File: src/rtl/div_issue_ctrl.sv
// Issue controller for the M-extension divider: launches divisions, holds operands,
// returns quotient/remainder over valid/ready and serves repeat operands from a one-entry cache.
module div_issue_ctrl (
  input  logic        clk,
  input  logic        rst,
  input  logic        req_valid,
  output logic        req_ready,
  input  logic [1:0]  req_op,
  input  logic [31:0] req_a,
  input  logic [31:0] req_b,
  input  logic        flush,
  output logic        resp_valid,
  input  logic        resp_ready,
  output logic [31:0] resp_data,
  output logic        div_en,
  output logic [31:0] div_a,
  output logic [31:0] div_b,
  output logic        div_is_signed,
  input  logic        div_ready,
  input  logic [31:0] div_q,
  input  logic [31:0] div_r,
  input  logic        div_div_by_zero,
  input  logic        div_overflow
);

  typedef enum logic [2:0] {S_IDLE, S_ISSUE, S_WAIT, S_DRAIN, S_RESP} state_t;

  state_t      state_q, state_d;
  logic [31:0] op_a_q, op_a_d;
  logic [31:0] op_b_q, op_b_d;
  logic        op_signed_q, op_signed_d;
  logic        op_sel_r_q, op_sel_r_d;
  logic [31:0] resp_data_q, resp_data_d;
  logic        cache_valid_q, cache_valid_d;
  logic [31:0] cache_a_q, cache_a_d;
  logic [31:0] cache_b_q, cache_b_d;
  logic        cache_signed_q, cache_signed_d;
  logic [31:0] cache_q_q, cache_q_d;
  logic [31:0] cache_r_q, cache_r_d;

  logic cache_hit;
  logic cache_wr;
  logic busy;

  assign cache_hit = cache_valid_q && (req_a == cache_a_q) && (req_b == cache_b_q)
                     && ((!req_op[0]) == cache_signed_q);

  always_comb begin
    state_d        = state_q;
    op_a_d         = op_a_q;
    op_b_d         = op_b_q;
    op_signed_d    = op_signed_q;
    op_sel_r_d     = op_sel_r_q;
    resp_data_d    = resp_data_q;
    cache_wr       = 1'b0;
    case (state_q)
      S_IDLE: begin
        if (req_valid && !flush) begin
          op_a_d      = req_a;
          op_b_d      = req_b;
          op_signed_d = !req_op[0];
          op_sel_r_d  = req_op[1];
          if (cache_hit) begin
            resp_data_d = req_op[1] ? cache_r_q : cache_q_q;
            state_d     = S_RESP;
          end else begin
            state_d = S_ISSUE;
          end
        end
      end
      // The launch already went out this cycle, so a flush here must still drain it.
      S_ISSUE: state_d = flush ? S_DRAIN : S_WAIT;
      S_WAIT: begin
        if (div_ready) begin
          cache_wr = 1'b1;
          if (flush) begin
            state_d = S_IDLE;
          end else begin
            resp_data_d = op_sel_r_q ? div_r : div_q;
            state_d     = S_RESP;
          end
        end else if (flush) begin
          state_d = S_DRAIN;
        end
      end
      S_DRAIN: begin
        if (div_ready) begin
          cache_wr = 1'b1;
          state_d  = S_IDLE;
        end
      end
      S_RESP: begin
        if (flush || resp_ready) state_d = S_IDLE;
      end
      default: state_d = S_IDLE;
    endcase
  end

  always_comb begin
    cache_valid_d  = cache_valid_q;
    cache_a_d      = cache_a_q;
    cache_b_d      = cache_b_q;
    cache_signed_d = cache_signed_q;
    cache_q_d      = cache_q_q;
    cache_r_d      = cache_r_q;
    if (cache_wr) begin
      cache_valid_d  = 1'b1;
      cache_a_d      = op_a_q;
      cache_b_d      = op_b_q;
      cache_signed_d = op_signed_q;
      cache_q_d      = div_q;
      cache_r_d      = div_r;
    end
  end

  always_ff @(posedge clk or posedge rst) begin
    if (rst) begin
      state_q        <= S_IDLE;
      op_a_q         <= '0;
      op_b_q         <= '0;
      op_signed_q    <= 1'b0;
      op_sel_r_q     <= 1'b0;
      resp_data_q    <= '0;
      cache_valid_q  <= 1'b0;
      cache_a_q      <= '0;
      cache_b_q      <= '0;
      cache_signed_q <= 1'b0;
      cache_q_q      <= '0;
      cache_r_q      <= '0;
    end else begin
      state_q        <= state_d;
      op_a_q         <= op_a_d;
      op_b_q         <= op_b_d;
      op_signed_q    <= op_signed_d;
      op_sel_r_q     <= op_sel_r_d;
      resp_data_q    <= resp_data_d;
      cache_valid_q  <= cache_valid_d;
      cache_a_q      <= cache_a_d;
      cache_b_q      <= cache_b_d;
      cache_signed_q <= cache_signed_d;
      cache_q_q      <= cache_q_d;
      cache_r_q      <= cache_r_d;
    end
  end

  assign busy          = (state_q == S_ISSUE) || (state_q == S_WAIT) || (state_q == S_DRAIN);
  assign req_ready     = (state_q == S_IDLE);
  assign resp_valid    = (state_q == S_RESP);
  assign resp_data     = resp_data_q;
  assign div_en        = (state_q == S_ISSUE);
  assign div_a         = op_a_q;
  assign div_b         = op_b_q;
  assign div_is_signed = op_signed_q;

  // Divider special cases are passed through untouched; these confirm what gets captured.
  a_en_single: assert property (@(posedge clk) disable iff (rst) div_en |=> !div_en);
  a_busy_ready: assert property (@(posedge clk) disable iff (rst) busy |-> !req_ready);
  a_dbz_result: assert property (@(posedge clk) disable iff (rst)
    (cache_wr && div_div_by_zero) |-> (div_q == 32'hFFFF_FFFF && div_r == op_a_q));
  a_ovf_result: assert property (@(posedge clk) disable iff (rst)
    (cache_wr && div_overflow) |-> (div_q == 32'h8000_0000 && div_r == 32'h0));

endmodule
File: config.mk
export PLATFORM = sky130hd
export DESIGN_NAME = div_issue_ctrl
export DESIGN_NICKNAME = d
export VERILOG_FILES = /design/src/rtl/div_issue_ctrl.sv
export SDC_FILE = /design/constraint.sdc
export NUM_CORES = 1
export LEC_CHECK = 0
export BUFFER_PORTS_ARGS = -buffer_cell sky130_fd_sc_hd__buf_2
export CORE_ASPECT_RATIO = 1.2
export CORE_MARGIN = 2
export CORE_UTILIZATION = 54
export DETAILED_ROUTE_END_ITERATION = 8
export HOLD_SLACK_MARGIN = 0.12
export PLACE_DENSITY = 0.8
export SYNTH_ARGS = -nofsm -noshare
export SYNTH_HDL_FRONTEND = slang
export SYNTH_SLANG_ARGS = --single-unit
File: constraint.sdc
create_clock -name clk -period 9.7 [get_ports clk]
set_input_delay 0.97 -clock clk [delete_from_list [all_inputs] [get_ports clk]]
set_output_delay 0.97 -clock clk [all_outputs]
set_load 0.03 [all_outputs]
==> results.yml <==
yosys:
  ys_seq_area_frac: 0.548
  synth_fp_nets: 914
  ys_warn_count: 0
  yosys-top-cells-area: "dfrtp_1 (55%), mux2_2 (21%), mux2_4 (4.1%)"
  synth-seq-cells: 231
  synth_area_per_cell_um2: 13.6
  netlist_area_um2: 10500
  synth_cells: 776
  synth_top_cell_by_area: "dfrtp_1"
  synth_top_area_share: 0.548
  yosysUniqueCellTypes: 37
place:
  place_area_um2: 11900
  dp_hpwl_mm: 15.2
  buffer_ports.inserted: 235
  routabilityCongestion: 0.771
power:
  power.leakage_uw: 0.00591
  switchingPower_uw: 1720
  seq_power_share: 0.378
  internal-power_uw: 3020
  power.share.combinational: 0.413
  power.total_uw: 4740
  peakVddDrop_uv: 244
  swShare: 0.364
  p_per_area_nw_per_um2: 370
  clkPwrFrac: 0.208
layout:
  nets: 1139
  final_cell_mix: "buf_2 (235), dfrtp_1 (230), mux2_2 (196), nor2b_1 (44), xnor2_1 (42)"
  drive_above_1_share: 0.506
  post-route-util: 0.662
  area_growth_pct: 21.4
  final_common_cell: "buf_2"
  fillers: 1474
  stdcell_area_um2: 12800
  antenna_cells: 0
detailed_routing:
  via_per_inst: 5.43
  vias: 6933
  routedWlPerCell_um: 17.9
  drtIter0Drc: 244
  wl_mm: 22.8
  drc_errors: 0
  final_antenna_net_count: 0
  firstDrtPassIters: 4
clock_tree:
  cts.sinks: 231
  insertion_delay_ns: 0.51
  cts_setup_buffers: 0
  clk_pin_slew_ns: 0.06
  clockBufferDepth: 3
  cts_htree_levels: 1
  cts-resized-gates: 0
  cts-hold-fix-buffers: 0
  cts_tree: "built"
  cts_buffers: 24
  cts_root_buf: "clkbuf_16"
setup_path:
  cp.arrival_ns: 3.49
  timing.rr.start: "cache_a_q[28]$_DFFE_PP0P_"
  crit_fanout: 33
  required_ns: 10.09
  crit_path_start_kind: "primary input"
  crit_start: "req_a[28]"
  endpoint_kind: "flop"
  critical_path_class: "primary input to flop"
sta:
  hold_viol: 0
  period_needed_ns: 3.11
  timing.slew.headroom: 0.254
  fin_crit_sh: 0.320
  drv_slew: 0
  tightest_slew_ns: 1.12
  fin_skew_ns: 0.00952
  grt_setup_unrepaired: "false"
  fmax_ghz: 0.322
  finalSetupViolations: 0
  final.setup.tns_ns: 0
floorplan:
  rows: 56
  die_y_um: 157
  die-area_um2: 20700
  initial_core_util: 0.545
  io_pins: 238
  die_x_um: 132
  fp.coreArea_um2: 19300
global_routing:
  antenna_found_initial: 0
  track_usage: 0.217
  grt_max_degree: 100
  grt_pass1_wl_mm: 36.5
  overflow: 0
  grt_pass1_vias: 7203
min_path:
  hp-start: "cache_valid_q$_DFFE_PP0P_"
  hold_class: "flop to flop"
flow_run:
  maxCapViolCount: 0
outcome:
  status: "complete, no violations"
==> stage by stage <==
stage / instances / worst slack (ns) / hold WS (ns)
after floorplan: 776 / 2.40 / 0.434
after global placement: 1236 / 6.08 / 0.450
after detailed placement: 1236 / 6.12 / 0.453
after CTS: 1277 / 6.65 / 0.473
after global routing: 1277 / 6.58 / 0.503
final: 1277 / 6.59 / 0.470
==> power groups by stage <==
stage | logic, uW | clock network [uW] | registers (uW)
after global placement | 1920 | 0 | 1770
after global routing | 2100 | 1050 | 1860
final | 1960 | 988 | 1790
after CTS | 1980 | 1010 | 1800
after detailed placement | 1970 | 0 | 1800
after floorplan | 1140 | 0 | 2120
==> worst max-delay path, stage by stage <==
cell and delay, ns:
buf_2 0.11, xnor2_1 0.21, nand4_1 0.27, nor4_1 0.56, nand4_1 0.20, nor3_2 0.36, o21ai_4 0.06, buf_4 0.36
mux2_4 0.38
==> state kept, by name (all words and copies together), names as in the netlist <==
register	flops
cache_signed_q	1
op_sel_r_q	1
resp_data	32
state_q	3
cache_b_q	32
div_is_signed	1
cache_r_q	32
div_b	32
div_a	32
cache_valid_q	1
cache_q_q	32
cache_a_q	32
==> kinds of logic after synthesis <==
family                 share of synthesized area
multiplexers                               0.282
AO/OA/AOI/OAI                             0.0577
flip-flops                                 0.548
XOR/XNOR                                  0.0357
buffers and inverters                     0.0252
AND/OR/NAND/NOR                           0.0513
==> Yosys cell counts (all sizes together) <==
cell and n:
nor4 3, nand2b 11, mux2i 33, or2 1, a211oi 33, nor3b 3, a21o 1, o221ai 2
a2111o 3, inv 19, nand2 9, mux2 225, dfrtp 231, nand3 1, or3 1, clkbuf 28
xor2 1, nor2 5, or4 1, xnor2 42, buf 16, o31ai 1, a21oi 36, nor3 2
a2111oi 3, nor2b 44, nand4 10, o22ai 3, o21ai 3, a221oi 2, o2111ai 3
==> area by class of cell <==
| class | instances | area, um2 | share of cell area |
|---|---|---|---|
| Clock buffer | 34 | 719 | 0.0562 |
| Clock inverter | 7 | 138 | 0.0108 |
| Inverter | 19 | 78.8 | 0.00616 |
| Multi-Input combinational cell | 482 | 4520 | 0.353 |
| Sequential cell | 231 | 5780 | 0.452 |
| Tap cell | 261 | 327 | 0.0255 |
| Timing Repair Buffer | 243 | 1240 | 0.0966 |
==> routing by layer <==
metal | global-route usage | vias to the layer above | wire length [um]
li1 | - | 3237 | -
met1 | 0.268 | 3453 | 9400
met2 | 0.374 | 199 | 11200
met3 | 0.0567 | 44 | 1630
met4 | 0.0699 | 0 | 613
met5 | 0 | - | 0
==> final timing paths <==
kind                                                   to  slack (ns)  cells after the start
worst max register to register  resp_data[21]$_DFFE_PP0P_        6.76                      8
worst max-delay path            resp_data[21]$_DFFE_PP0P_        6.59                      9
worst min-delay path            cache_valid_q$_DFFE_PP0P_        0.47                      1
worst min register to register  cache_valid_q$_DFFE_PP0P_        0.47                      1
max in group asynchronous          op_sel_r_q$_DFFE_PP0P_        7.75                      3
min in group asynchronous           div_a[31]$_DFFE_PP0P_        0.58                      2
No activity file was read; power rests on OpenSTA's default activity.
